File: src/rtl/digit_counter_if.sv
// Bundle of request and status signals for one digit of the alarm-clock time chain.
// The master drives the count/set requests; the slave is the digit counter itself.
interface digit_counter_if #(
  parameter int WIDTH = 4
);
  logic             inc;
  logic             dec;
  logic             set;
  logic [WIDTH-1:0] new_val;
  logic             clear_err;
  logic [WIDTH-1:0] Q;
  logic             at_max;
  logic             at_min;
  logic             carry;
  logic             borrow;
  logic             set_err;

  modport master (
    output inc, dec, set, new_val, clear_err,
    input  Q, at_max, at_min, carry, borrow, set_err
  );

  modport slave (
    input  inc, dec, set, new_val, clear_err,
    output Q, at_max, at_min, carry, borrow, set_err
  );
endinterface

File: src/rtl/digit_counter_mod.sv
// Single-digit MIN_VAL..MAX_VAL up/down counter with wrap or saturate, cascade strobes and checked set.
// Define DIGIT_CARRY_REG_EN to register carry/borrow (one-cycle delay per cascade stage).
module digit_counter_mod #(
  parameter int WIDTH   = 4,
  parameter int MIN_VAL = 0,
  parameter int MAX_VAL = 9,
  parameter int WRAP    = 1
) (
  input logic             clk,
  input logic             reset,
  digit_counter_if.slave  bus
);
  localparam logic [WIDTH-1:0] MIN_V = MIN_VAL[WIDTH-1:0];
  localparam logic [WIDTH-1:0] MAX_V = MAX_VAL[WIDTH-1:0];

  logic [WIDTH-1:0] q_r;
  logic [WIDTH-1:0] q_next;
  logic             set_err_r;
  logic             q_ge_min, q_le_max, nv_ge_min, nv_le_max;
  logic             q_legal, nv_ok;
  logic             at_max, at_min;
  logic             step_inc, step_dec;
  logic             carry_c, borrow_c;

  // Bounds at the ends of the code space would be constant compares; tie them off instead.
  if (MIN_VAL == 0) begin : g_min_zero
    assign q_ge_min  = 1'b1;
    assign nv_ge_min = 1'b1;
  end else begin : g_min_cmp
    assign q_ge_min  = (q_r >= MIN_V);
    assign nv_ge_min = (bus.new_val >= MIN_V);
  end

  if (MAX_VAL == (2 ** WIDTH) - 1) begin : g_max_top
    assign q_le_max  = 1'b1;
    assign nv_le_max = 1'b1;
  end else begin : g_max_cmp
    assign q_le_max  = (q_r <= MAX_V);
    assign nv_le_max = (bus.new_val <= MAX_V);
  end

  assign q_legal = q_ge_min & q_le_max;
  assign nv_ok   = nv_ge_min & nv_le_max;
  assign at_max  = (q_r == MAX_V);
  assign at_min  = (q_r == MIN_V);

  assign step_inc = bus.inc & ~bus.dec & ~bus.set & ~reset;
  assign step_dec = bus.dec & ~bus.inc & ~bus.set & ~reset;
  // at_max/at_min are never true for an illegal Q, so the recovery step emits no strobe.
  assign carry_c  = step_inc & at_max;
  assign borrow_c = step_dec & at_min;

  always_comb begin
    q_next = q_r;
    if (bus.set) begin
      if (nv_ok) q_next = bus.new_val;
    end else if (step_inc || step_dec) begin
      if (!q_legal) begin
        q_next = MIN_V;
      end else if (step_inc) begin
        if (!at_max)        q_next = q_r + WIDTH'(1);
        else if (WRAP != 0) q_next = MIN_V;
      end else begin
        if (!at_min)        q_next = q_r - WIDTH'(1);
        else if (WRAP != 0) q_next = MAX_V;
      end
    end
  end

  always_ff @(posedge clk) begin
    if (reset) begin
      q_r       <= MIN_V;
      set_err_r <= 1'b0;
    end else begin
      q_r <= q_next;
      if (bus.set && !nv_ok) set_err_r <= 1'b1;
      else if (bus.clear_err) set_err_r <= 1'b0;
    end
  end

`ifdef DIGIT_CARRY_REG_EN
  logic carry_r, borrow_r;

  always_ff @(posedge clk) begin
    if (reset) begin
      carry_r  <= 1'b0;
      borrow_r <= 1'b0;
    end else begin
      carry_r  <= carry_c;
      borrow_r <= borrow_c;
    end
  end

  assign bus.carry  = carry_r;
  assign bus.borrow = borrow_r;
`else
  assign bus.carry  = carry_c;
  assign bus.borrow = borrow_c;
`endif

  assign bus.Q       = q_r;
  assign bus.at_max  = at_max;
  assign bus.at_min  = at_min;
  assign bus.set_err = set_err_r;
endmodule

File: src/flat_wrapper.sv
// flat-port wrapper written by rule: the top's interface ports become plain ports
module digit_counter_mod_flat 
#(
  parameter int WIDTH   = 4,
  parameter int MIN_VAL = 0,
  parameter int MAX_VAL = 9,
  parameter int WRAP    = 1
)
  (clk, reset, bus_inc, bus_dec, bus_set, bus_new_val, bus_clear_err, bus_Q, bus_at_max, bus_at_min, bus_carry, bus_borrow, bus_set_err);
  digit_counter_if #(.WIDTH(WIDTH)) bus_i ();
  input logic clk;
  input logic reset;
  input wire logic [$bits(bus_i.inc)-1:0] bus_inc;
  input wire logic [$bits(bus_i.dec)-1:0] bus_dec;
  input wire logic [$bits(bus_i.set)-1:0] bus_set;
  input wire logic [$bits(bus_i.new_val)-1:0] bus_new_val;
  input wire logic [$bits(bus_i.clear_err)-1:0] bus_clear_err;
  output wire logic [$bits(bus_i.Q)-1:0] bus_Q;
  output wire logic [$bits(bus_i.at_max)-1:0] bus_at_max;
  output wire logic [$bits(bus_i.at_min)-1:0] bus_at_min;
  output wire logic [$bits(bus_i.carry)-1:0] bus_carry;
  output wire logic [$bits(bus_i.borrow)-1:0] bus_borrow;
  output wire logic [$bits(bus_i.set_err)-1:0] bus_set_err;
  assign bus_i.inc = bus_inc;
  assign bus_i.dec = bus_dec;
  assign bus_i.set = bus_set;
  assign bus_i.new_val = bus_new_val;
  assign bus_i.clear_err = bus_clear_err;
  assign bus_Q = bus_i.Q;
  assign bus_at_max = bus_i.at_max;
  assign bus_at_min = bus_i.at_min;
  assign bus_carry = bus_i.carry;
  assign bus_borrow = bus_i.borrow;
  assign bus_set_err = bus_i.set_err;
  digit_counter_mod #(.WIDTH(WIDTH), .MIN_VAL(MIN_VAL), .MAX_VAL(MAX_VAL), .WRAP(WRAP)) u_core (.clk(clk), .reset(reset), .bus(bus_i));
endmodule
File: config.mk
export PLATFORM = sky130hd
export DESIGN_NAME = digit_counter_mod_flat
export DESIGN_NICKNAME = d
export VERILOG_FILES = /design/src/rtl/digit_counter_if.sv /design/src/rtl/digit_counter_mod.sv /design/src/flat_wrapper.sv
export SDC_FILE = /design/constraint.sdc
export NUM_CORES = 1
export LEC_CHECK = 0
export CAP_MARGIN = 20
export CORE_MARGIN = 2
export CORE_UTILIZATION = 37
export DETAILED_ROUTE_END_ITERATION = 8
export PLACE_DENSITY_LB_ADDON = 0.05
export SYNTH_ARGS = -nofsm -noshare
export SYNTH_HDL_FRONTEND = slang
export SYNTH_SLANG_ARGS = --single-unit
File: constraint.sdc
create_clock -name clk -period 1.6 [get_ports clk]
set_input_delay 0.32 -clock clk [delete_from_list [all_inputs] [get_ports clk]]
set_output_delay 0.32 -clock clk [all_outputs]
set_load 0.01 [all_outputs]
; ---- Yosys cells after proc, flatten, opt, wreduce, memory -nomap -nowiden
; Cells that the tools add are included.
[word_totals]
register_bits = 5
in_bits = 10
out_inout_bits = 9
elab_cells = 36
[classes]
n_addsub = 2
magnitude_cmp = 2
n_eq_ne = 2
muxes = 9
bitwise_logic = 12
n_reduce_logical = 7
[op_table]
columns = cell, count
row1 = 4-bit two-way mux, 7
row2 = 1-bit AND, 8
row3 = "4-bit <= comparator, second input constant", 2
row4 = "4-bit by 1-bit adder with 4-bit output, second input constant", 1
row5 = "4-bit == test, second input constant", 1
row6 = 4-bit zero test, 1
row7 = 1-bit NOT, 4
row8 = 2-bit nonzero test, 2
row9 = "4-bit by 1-bit subtractor with 4-bit output, second input constant", 1
row10 = 1-bit two-way mux, 2
row11 = "2-bit by 1-bit inequality test with 1-bit output, second input constant", 1
row12 = 2-bit AND reduction, 1
row13 = 1-bit logical AND, 1
row14 = 1-bit zero test, 1
row15 = 1-bit logical OR, 1

; ---- Longest topological paths before layout
; Gate-level depths: netlist of the first run.
[depth]
word_depth = 8
ltp_mapped = 5
mapped_depth_nobuf = 4

; ---- Worst setup path before layout of the first run
; Ideal clock, no wire load.
[synth_path]
kind = register -> output
from = register u_core.q_r[0], in the netlist u_core.bus.Q[0]
to = output port bus_borrow
t_arrival_ns = 1.364
required_time_ns = 1.280
slack_ns = -0.084
path_stages_with_launch = 4
n_path_buf = 1
cell_sequence = dfxtp_1 -> buf_2 -> nor4_1 -> and4b_2
[synth_via]
elab_chain_len = 2
[synth_rtl]
columns = element, line
row1 = start: declaration, digit_counter_mod.sv:16  ; logic [WIDTH-1:0] q_r;
row2 = start signal: assignment, digit_counter_mod.sv:75  ; q_r <= q_next;
row3 = 4-bit zero test, digit_counter_mod.sv:45  ; assign at_min = (q_r == MIN_V);
row4 = net bus_at_min, flat_wrapper.sv:20  ; output wire logic [$bits(bus_i.at_min)-1:0] bus_at_min;
row5 = 1-bit AND, digit_counter_mod.sv:51  ; assign borrow_c = step_dec & at_min;
row6 = end: declaration, flat_wrapper.sv:22  ; output wire logic [$bits(bus_i.borrow)-1:0] bus_borrow;
; The timed path passes the listed nets, and every way through them passes these cells.

; ---- Worst setup path after layout of the first run
[layout_path]
from = register u_core.q_r[0], in the netlist u_core.bus.Q[0]
to = output port bus_borrow
[layout_via]
elab_chain_len = 2
[layout_rtl]
columns = element, line
row1 = 4-bit zero test, digit_counter_mod.sv:45
row2 = 1-bit AND, digit_counter_mod.sv:51
; No other way between the ends.

==> impl_results.md, run 1 <==
* Critical path fanouts, max at 2
* Critical path arrival at 1.26 ns
* Num CTS Buffers at 3
* Maxcap violations at 0
* Worst r2r dst: u_core.bus.Q[1]
* Reg2reg setup slack at 0.06 ns
* Final WL at 1410 um
* HPWL after detailed placement at 1050 um
* Worst Hold Launch: reset
* Critical path class: register to output pin
* Final hold vios at 0
* Overall power at 0.000526 W
* Syn Inst Count at 59
* GRT overflow at 0
* Top FF cell, synth: dfxtp_1
* Top cell type by total area after synthesis: dfxtp_1
* Number of synthesized flops with an enable pin at 0
* Synth Area in Compound Gates at 28.1%
* WL met2 at 749 um
* RSZ-0062 raised after global routing: true
* Core Area at 1280 um2
* Cell chosen for the clock root: clkbuf_4
* Initial core utilization at 39.1%
* N_diodes at 0
* Die Span X at 40.9 um
* Fill count at 127
* Setup TNS at 0 ns
* PwrDens at 635 nW/um2
* 1st-iter DRT viols at 15
* Clock Latency Late Sink at 0.24 ns
* Wirelength per Cell at 12.9 um
* Period Utilization, post-route at 98.8%
* # DRC at 0
* DR top layer: met4
* Synthesized area at 503 um2
* P&R area growth vs syn at 64.7%
* Core Util, Final at 64.5%
* Met3 Routed Length at 63 um
* Xor-xnor portion of the synthesized cell area at 3.48%
* Worst IR Drop VDD at 256 uV
* Seq/Total Area, Yosys at 19.9%
* Vias in the first global route at 544
* Syn Nets at 69
* Height of the die at 40.9 um
* Maximum clock frequency at 633 MHz
* Simple-gate area share of the yosys netlist at 35.6%
* Asr flop ratio synth at 0%
* Leakage at 0.376 nW
* CTS Buffer Depth at 2
* Initial antenna violation count at 0
* First-pass GRT wire length at 2320 um
* Run status: completed
* CP Launch Type: register
* Post-synth top area share at 19.9%
* Max_slew headroom at 71.9%
* Hold Path Stages at 3
* H-Tree Depth at 1
* Largest net degree at the start of global routing at 13
* Final Wtd Congestion at 0.795
* Share of cells above drive strength 1 at 42.6%
* DIE AREA at 1670 um2
* Total GRT Usage at 20.3%
* Hold WC Path Type: input port to register
* Syn avg cell area at 8.53 um2
* IO Count at 19
* CTS tree: done
* CTS clk-pin slew, worst paths at 0.05 ns
* Adder-cell share of the synthesized area at 0%
* Crit path required time at 1.28 ns
* Largest family of logic cells by synthesized area: simple AND/OR/NAND/NOR gates
* M1 wire length at 585 um
* # clock sinks at 5
* Drt pass-1 iters at 4
* Post-synthesis cell type count at 34
* Via Count at 600
* Antenna-violating nets left at 0
* Setup-failing EPs final at 0
* Critical Path Sink Type: output pin
* Register-to-Register Path Depth at 6
* I/O Buffers at 18
* #FFs+latches synth at 5
* Nets at 105
* Fin crit period at 1.58 ns
* Vias per inst at 5.50
* Final slew viol count at 0
* FP Rows at 13
* Reg2reg start: u_core.bus.Q[1]
* Slew @ Worst Pin at 0.420 ns
* Mux cell area share after synthesis at 0%
* Ys Warns at 0
* Synth top area cells: dfxtp_1, clkbuf_8, o221ai_1, nor4b_4, a21oi_1
* WHS Endpoint: u_core.bus.set_err
* Clk_skew at 0.00290 ns
==> critical path: stages, from the launching register on <==
cell and delay (ns):
dfxtp_2 0.33, nor4_4 0.32, and4b_2 0.27, buf_6 0.10
==> cells in the final DEF, fill, tap and decap left out, types with 2 or more instances in the layout <==
cell type / netlist / layout
nor4b_1: 2 / 2
nor3_1: 2 / 2
o21ai_0: 3 / 3
dlygate4sd2_1: 0 / 4
buf_2: 1 / 4
inv_1: 3 / 3
xnor2_1: 2 / 2
buf_6: 0 / 4
a21oi_1: 4 / 4
dfxtp_2: 0 / 3
nand2_1: 3 / 3
clkbuf_4: 0 / 3
nor2_1: 4 / 3
buf_4: 1 / 16
o221ai_1: 3 / 3
clkdlybuf4s50_1: 0 / 6
==> sequential cells by signal, indices dropped and copies added, names as in the netlist <==
| signal | count |
|---|---|
| u_core.bus.set_err | 1 |
| u_core.bus.Q | 4 |
==> synthesized netlist by cell type (2+ instances only) <==
library cell / instances
a21oi_1: 4
dfxtp_1: 5
o21ai_0: 3
o221ai_1: 3
a211oi_1: 2
nor2_1: 4
xnor2_1: 2
nor3_1: 2
nand2_1: 3
nor4_1: 2
inv_1: 3
clkbuf_8: 3
nor4b_1: 2
==> how the worst max path moves through the flow <==
stage	start	end	slack (ns)	depth (start not counted)
after floorplan	bus_dec	u_core.bus.Q[1]	-0.01	4
after global placement	bus_dec	u_core.bus.Q[1]	-0.60	5
after detailed placement	bus_dec	u_core.bus.Q[1]	-0.62	5
after CTS	u_core.bus.Q[3]	bus_Q[3]	0.0009	2
after global routing	u_core.bus.Q[0]	bus_borrow	-0.02	3
final	u_core.bus.Q[0]	bus_borrow	0.02	3
==> where the power goes <==
part,internal (W),total (W),switching (W)
Clock,0.0000945,0.000150,0.0000558
Combinational,0.000121,0.000222,0.000101
Sequential,0.000139,0.000153,0.0000142
Total,0.000355,0.000526,0.000171
==> cells by family (layout without fill, tap and decap cells) <==
kind of cell,count (synthesis),after routing
AND/OR/NAND/NOR,25,25
XOR/XNOR,2,2
buffers and inverters,8,43
AO/OA/AOI/OAI,19,19
flip-flops,5,5
==> layout make-up <==
type                            instances  area (um2)  share of cell area, %
Inverter                                3        11.3                   1.36
Tap cell                               15        18.8                   2.27
Multi-Input combinational cell         46         362                   43.7
Sequential cell                         5         108                   13.0
Timing Repair Buffer                   36         303                   36.6
Clock buffer                            4        26.3                   3.17
==> timing repair <==
action	4_1_cts	5_1_grt
pin swaps	7	3
hold buffers	0	0
endpoints found under the setup margin	11	6
setup buffers	1	0
resized for setup	40	5
==> per-layer routing <==
metal	up-vias	GRT usage, %
met2	21	37.1
met4	0	5.00
li1	300	-
met1	277	26.1
met5	-	0
met3	2	0
==> stage by stage <==
step / setup slack, ns / std cells / hold WS [ns] / cell area, um2
floorplan: -0.0130 / 59 / 0.389 / 509
CTS: 0.000892 / 109 / 0.394 / 812
global placement: -0.599 / 104 / 0.464 / 782
detailed placement: -0.620 / 104 / 0.464 / 782
finish: 0.0194 / 109 / 0.393 / 828
global route: -0.0222 / 109 / 0.405 / 828
Note: power is estimated with default switching activity, not from simulation.
==> run 2, diff against run 1 <==
- SETUP_SLACK_MARGIN: not set -> 0.15
==> run 2 against run 1 <==
  * Non-clock buffer count grew 2
  * Via count increased by 0.50%
  * Clock-buffer cell count is the same
  * Clock skew increased by 0.0033 ns
  * Die area is the same
  * Worst setup slack worse by 0.011 ns
  * Maximum frequency down 0.67%
  * First-iteration DRC count decreased by 53%
  * Cell area grew 11%
==> impl_results.md, run 2 (synthesis results as in run 1) <==
* Hold WC Path Type: input port to register (unchanged)
* Clock Latency Late Sink at 0.25 ns (was 0.24 ns)
* Share of cells above drive strength 1 at 55.2% (was 42.6%)
* CTS tree: done (unchanged)
* CP Launch Type: register (unchanged)
* Register-to-Register Path Depth at 5 (was 6)
* Fin crit period at 1.59 ns (was 1.58 ns)
* Height of the die at 40.9 um (unchanged)
* # DRC at 0 (unchanged)
* Clk_skew at 0.00619 ns (was 0.00290 ns)
* CTS clk-pin slew, worst paths at 0.05 ns (about the same)
* Max_slew headroom at 80.4% (was 71.9%)
* Hold_ws at 0.459 ns (was 0.393 ns)
* Core Area at 1280 um2 (unchanged)
* Num CTS Buffers at 3 (unchanged)
* Final slew viol count at 0 (unchanged)
* Antenna-violating nets left at 0 (unchanged)
* Final hold vios at 0 (unchanged)
* # clock sinks at 5 (unchanged)
* Most common cell after layout, fill and taps aside: buf_4 (unchanged)
* Clk pwr share at 27.7% (was 28.6%)
* PwrDens at 611 nW/um2 (was 635 nW/um2)
* Drt pass-1 iters at 2 (was 4)
* Period Utilization, post-route at 99.5% (was 98.8%)
* Initial core utilization at 39.1% (unchanged)
* Seq pwr share at 28.0% (was 29.1%)
* Setup-failing EPs final at 0 (unchanged)
* Total GRT Usage at 21.8% (was 20.3%)
* Final Wtd Congestion at 0.800 (was 0.795)
* Final WL at 1470 um (was 1410 um)
* H-Tree Depth at 1 (unchanged)
* Critical path arrival at 1.27 ns (was 1.26 ns)
* Max reg flops at 4 (unchanged)
* Most frequent cells in the layout: buf_4, buf_6, clkdlybuf4s50_1 (was buf_4, clkdlybuf4s50_1)
* Die Span X at 40.9 um (unchanged)
* Critical Path Sink Type: output pin (unchanged)
* Hold Path Stages at 4 (was 3)
* Via Count at 603 (was 600)
* Final cell count without fillers at 111 (was 109)
* # placed instances at 104 (unchanged)
* Cell chosen for the clock root: clkbuf_4 (unchanged)
* Nets at 107 (was 105)
* Largest net degree at the start of global routing at 12 (was 13)
* Comb power frac at 44.3% (was 42.3%)
* DIE AREA at 1670 um2 (unchanged)
* Hold-fix buffers at CTS at 0 (unchanged)
* Slew @ Worst Pin at 0.292 ns (was 0.420 ns)
* IO Count at 19 (unchanged)
* I/O Buffers at 18 (unchanged)
* Critical path fanouts, max at 3 (was 2)
* Critical path class: register to output pin (unchanged)
* First-pass GRT wire length at 2410 um (was 2320 um)
* Psw at 0.000191 W (was 0.000171 W)
* GRT overflow at 0 (unchanged)
* N_diodes at 0 (unchanged)
* P_int at 0.000372 W (was 0.000355 W)
* Maximum clock frequency at 628 MHz (was 633 MHz)
* Crit path required time at 1.28 ns (about the same)
* RSZ-0062 raised after global routing: true (unchanged)
* Run status: completed (unchanged)
* CTS Buffer Depth at 2 (unchanged)
* Maxcap violations at 0 (unchanged)
* Wirelength per Cell at 13.2 um (was 12.9 um)
* Initial antenna violation count at 0 (unchanged)
* P&R area growth vs syn at 83.1% (was 64.7%)
* HPWL after detailed placement at 1060 um (was 1050 um)
* Switching share of power at 33.9% (was 32.5%)
* Worst IR Drop VDD at 412 uV (was 256 uV)
* 1st-iter DRT viols at 7 (was 15)
* Vias per inst at 5.43 (was 5.50)
* Vias in the first global route at 558 (was 544)
* FP Rows at 13 (unchanged)
* Overall power at 0.000563 W (was 0.000526 W)
* Leakage at 0.409 nW (was 0.376 nW)
-- run 2: cell type report --
class | count | area, um2
Multi-Input combinational cell | 46 | 410
Fill cell | 106 | 364
Timing Repair Buffer | 38 | 344
Sequential cell | 5 | 110
Clock buffer | 4 | 26.3
Tap cell | 15 | 18.8
Inverter | 3 | 11.3
-- run 2: repair_timing --
action	CTS	global route
setup endpoints to repair	12	9
pin swaps	9	5
buffers inserted	1	2
resized for setup	56	15
-- run 2: stage by stage --
step                cell area, um2  util [%]  setup slack, ns  setup TNS (ns)
floorplan                      509         -         -0.00967         -0.0141
finish                         921      71.7          0.00871               0
global placement               782      60.9           -0.600           -3.05
CTS                            842      65.5         0.000560               0
detailed placement             782      60.9           -0.622           -3.16
global route                   921      71.7          -0.0466         -0.0466
-- run 2: power by group through the flow --
stage                     clock [W]  combinational, W  sequential, W
after floorplan                   0          0.000108       0.000154
after global placement            0          0.000221       0.000150
after detailed placement          0          0.000221       0.000151
after CTS                  0.000163          0.000225       0.000155
after global routing       0.000171          0.000273       0.000159
final                      0.000156          0.000250       0.000158
-- run 2: worst paths after layout --
| path | end | slack (ns) | from |
|---|---|---|---|
| worst min register to register | u_core.bus.set_err | 0.47 | u_core.bus.set_err |
| worst min-delay path | u_core.bus.set_err | 0.46 | reset |
| worst max-delay path | bus_borrow | 0.009 | u_core.bus.Q[1] |
| worst max register to register | u_core.bus.Q[2] | 0.15 | u_core.bus.Q[3] |
-- run 2: worst max-delay path, cell delays in order, from the launching register on --
cell and delay [ns]:
dfxtp_4 0.35, nor4_4 0.30, and4b_2 0.27, buf_6 0.10
-- run 2: metal layers --
metal / GRT usage, % / part of all wire (%) / wire length (um)
met1: 26.2 / 43 / 628
met2: 37.5 / 53 / 785
met3: 4.89 / 3.7 / 55
met4: 7.50 / 0 / 0
met5: 0 / 0 / 0
==> run 3, diff against run 2 <==
- ABC_AREA: not set -> 1
- CORE_UTILIZATION: 37 -> 38
==> run 3 against run 2 <==
  * Clock skew is 0.0053 ns lower
  * Flip-flop and latch count stayed put
  * Critical path type is now input port to output pin
  * Clock-buffer cell count stayed put
  * Worst hold slack worse by 0.0030 ns
  * Sequential power is 4% lower
  * Sequential share of layout area is 0.79 points higher
  * Highest routed layer unchanged
  * Critical endpoint is now bus_carry
  * Global-route usage is 1.4 points lower
  * Via count is 8.5% higher
  * Die area is 0.85% lower
==> impl_results.md, run 3 <==
* Top cell type by total area after synthesis: nand2_1 (was dfxtp_1)
* Core Util, Final at 64.2% (was 71.7%)
* Via Count at 654 (was 603)
* Asr flop ratio synth at 0% (unchanged)
* Worst-path cell with the longest stage delay: dlygate4sd2_1 (was dfxtp_4)
* Vias in the first global route at 603 (was 558)
* Critical path fanouts, max at 3 (unchanged)
* Worst path top cell family by delay: buffers and inverters (was simple AND/OR/NAND/NOR gates)
* Final WL at 1330 um (was 1470 um)
* Initial core utilization at 39.8% (was 39.1%)
* # clock sinks at 5 (unchanged)
* Worst IR Drop VDD at 406 uV (was 412 uV)
* Hold-fix buffers at CTS at 0 (unchanged)
* Maximum clock frequency at 734 MHz (was 628 MHz)
* Most common cell after layout, fill and taps aside: nand2_1 (was buf_4)
* Design area at 825 um2 (was 921 um2)
* FP Rows at 13 (unchanged)
* Maxcap violations at 0 (unchanged)
* Final Wtd Congestion at 0.796 (was 0.800)
* Syn avg cell area at 5.62 um2 (was 8.53 um2)
* H-Tree Depth at 1 (unchanged)
* Slew @ Worst Pin at 0.253 ns (was 0.292 ns)
* 1st-iter DRT viols at 20 (was 7)
* Height of the die at 40.7 um (was 40.9 um)
* Fin crit period at 1.36 ns (was 1.59 ns)
* Dpl ws at -0.445 ns (was -0.622 ns)
* Synth top area cells: nand2_1, dfxtp_1, inv_1, nor2_1, nand3_1 (was dfxtp_1, clkbuf_8, o221ai_1, nor4b_4, a21oi_1)
* GRT overflow at 0 (unchanged)
* Period Utilization, post-route at 85.1% (was 99.5%)
* Cell mode on critical path: nor2_2
* Clock Latency Late Sink at 0.23 ns (was 0.25 ns)
* Crit path required time at 1.28 ns (about the same)
* Syn Nets at 101 (was 69)
* Share of cells above drive strength 1 at 33.9% (was 55.2%)
* Nets at 138 (was 107)
* Run status: completed (unchanged)
* Drt pass-1 iters at 4 (was 2)
* Dpl cell area at 816 um2 (was 782 um2)
* Setup-failing EPs final at 0 (unchanged)
* Worst path bufs/invs at 3 (was 1)
* Clk_skew at 0.000917 ns (was 0.00619 ns)
* Critical path arrival at 1.04 ns (was 1.27 ns)
* #FFs+latches synth at 5 (unchanged)
* Final slew viol count at 0 (unchanged)
* Core Area at 1280 um2 (unchanged)
* CTS tree: done (unchanged)
* Final hold vios at 0 (unchanged)
* P&R area growth vs syn at 61.1% (was 83.1%)
* Top FF cell, synth: dfxtp_1 (unchanged)
* Most common cell in the netlist: nand2_1 (was dfxtp_1)
* Post-CTS Setup Inserts at 0 (was 1)
* HPWL after detailed placement at 1140 um (was 1060 um)
* I/O Buffers at 18 (unchanged)
* Max_slew headroom at 82.9% (was 80.4%)
* Worst-path cell chain: dlygate4sd2_1, inv_1, nor2_2, nand2_4, nor2_2, buf_2 (was nor4_4, and4b_2, buf_6)
* Critical path class: input port to output pin (was register to output pin)
* Cell depth of the worst setup path at 6 (was 3)
* Max reg flops at 4 (unchanged)
* Leakage at 0.469 nW (was 0.409 nW)
* CP Launch Type: input port (was register)
* Fill count at 136 (was 106)
* Ys Warns at 0 (unchanged)
* Total GRT Usage at 20.5% (was 21.8%)
* Number of synthesized flops with an enable pin at 0 (unchanged)
* Cell chosen for the clock root: clkbuf_4 (unchanged)
* Setup WS post-layout at 0.238 ns (was 0.00871 ns)
* Peak per-stage delay on the critical path at 0.25 ns (was 0.35 ns)
* Hold Path Stages at 2 (was 4)
* Critical Path Sink Type: output pin (unchanged)
* Vias per inst at 4.61 (was 5.43)
* Seq/Total Area, Yosys at 19.6% (was 19.9%)
* Antenna-violating nets left at 0 (unchanged)
* PwrDens at 652 nW/um2 (was 611 nW/um2)
* Post-synth top area share at 22.7% (was 19.9%)
* IO Count at 19 (unchanged)
* Syn Inst Count at 91 (was 59)
* Hold WC Path Type: register to register (was input port to register)
* Register-to-Register Path Depth at 9 (was 5)
* Wirelength per Cell at 9.35 um (was 13.2 um)
* Num CTS Buffers at 3 (unchanged)
* Worst Setup SP: bus_inc (was u_core.bus.Q[1])
* CTS Buffer Depth at 2 (unchanged)
* First-pass GRT wire length at 2300 um (was 2410 um)
* Initial antenna violation count at 0 (unchanged)
* N_diodes at 0 (unchanged)
* Reg2reg start: u_core.bus.Q[0] (was u_core.bus.Q[3])
* Worst Hold Launch: u_core.bus.set_err (was reset)
* DIE AREA at 1660 um2 (was 1670 um2)
* # DRC at 0 (unchanged)
* Largest net degree at the start of global routing at 7 (was 12)
* Most frequent cells in the layout: nand2_1, buf_4, inv_1 (was buf_4, buf_6, clkdlybuf4s50_1)
* Most frequent cells after synthesis: nand2_1, inv_1, nor2_1, nand3_1, nor2_2 (was dfxtp_1, a21oi_1, nor2_1)
* Post-synthesis cell type count at 16 (was 34)
* Die Span X at 40.7 um (was 40.9 um)
* CTS clk-pin slew, worst paths at 0.04 ns (was 0.05 ns)
* Synthesized area at 512 um2 (was 503 um2)
* RSZ-0062 raised after global routing: false (was true)
## run 3: cell types whose count changed in the layout (fill, tap and decap cells not counted), moves of 3 or more
cell and delta:
nand2_2 +3, inv_1 +9, nand3_1 +7, nor2_2 +8, dlygate4sd2_1 +6, buf_6 -7, nor2_1 +7, nand2_1 +28
## run 3: final timing paths
| kind | to | slack, ns |
|---|---|---|
| worst max-delay path | bus_carry | 0.24 |
| worst min-delay path | u_core.bus.set_err | 0.46 |
| worst max register to register | u_core.bus.Q[1] | 0.41 |
| worst min register to register | u_core.bus.set_err | 0.46 |
## run 3: worst register-to-register path, cell delays in order, from the launching register on
cell	delay, ns
dfxtp_2	0.33
buf_4	0.15
inv_1	0.11
nand2_1	0.06
nand2_1	0.09
nand2_1	0.06
nand3_1	0.07
nor2_1	0.05
nor2_1	0.12
nor2_2	0.04
## run 3: where the power goes
group / switching (W) / leakage (nW) / internal (W)
clock network: 0.0000469 / 0.0150 / 0.0000940
registers: 0.0000118 / 0.0427 / 0.000139
logic: 0.000131 / 0.412 / 0.000115
## run 3: area by class of cell
class	instances	area, um2	area share [%]
Clock buffer	4	26.3	3.19
Multi-Input combinational cell	73	368	44.6
Inverter	13	48.8	5.92
Sequential cell	5	105	12.7
Timing Repair Buffer	32	258	31.3
Tap cell	15	18.8	2.28
## run 3: through the flow
| step | hold WS [ns] | cells | power, W | setup TNS, ns |
|---|---|---|---|---|
| 3_3_place_gp | 0.458 | 138 | 0.000411 | -1.01 |
| 2_1_floorplan | 0.389 | 91 | 0.000284 | 0 |
| 4_1_cts | 0.465 | 142 | 0.000545 | 0 |
| 3_5_place_dp | 0.456 | 138 | 0.000412 | -1.19 |
| 5_1_grt | 0.505 | 142 | 0.000589 | 0 |
| 6_report | 0.456 | 142 | 0.000538 | 0 |
## run 3: cell families (layout without fill, tap and decap cells)
group	count (synthesis)	after routing	share of synthesized area (%)
compound gates	8	8	9.29
buf+inv	13	49	9.53
flops	5	5	19.6
simple gates	65	65	61.6
## run 3: per-layer routing
metal,vias to the layer above,GRT usage [%],share of wire (%)
met3,0,3.26,4.4
met1,278,26.2,48
met2,19,36.5,48
li1,357,-,-
met4,0,2.50,0
met5,-,0,0
## run 3: repair_timing
| item | in CTS | in global routing |
|---|---|---|
| gates resized for setup | 20 | 9 |
| pin swaps | 2 | 1 |
| setup endpoints to repair | 9 | 4 |
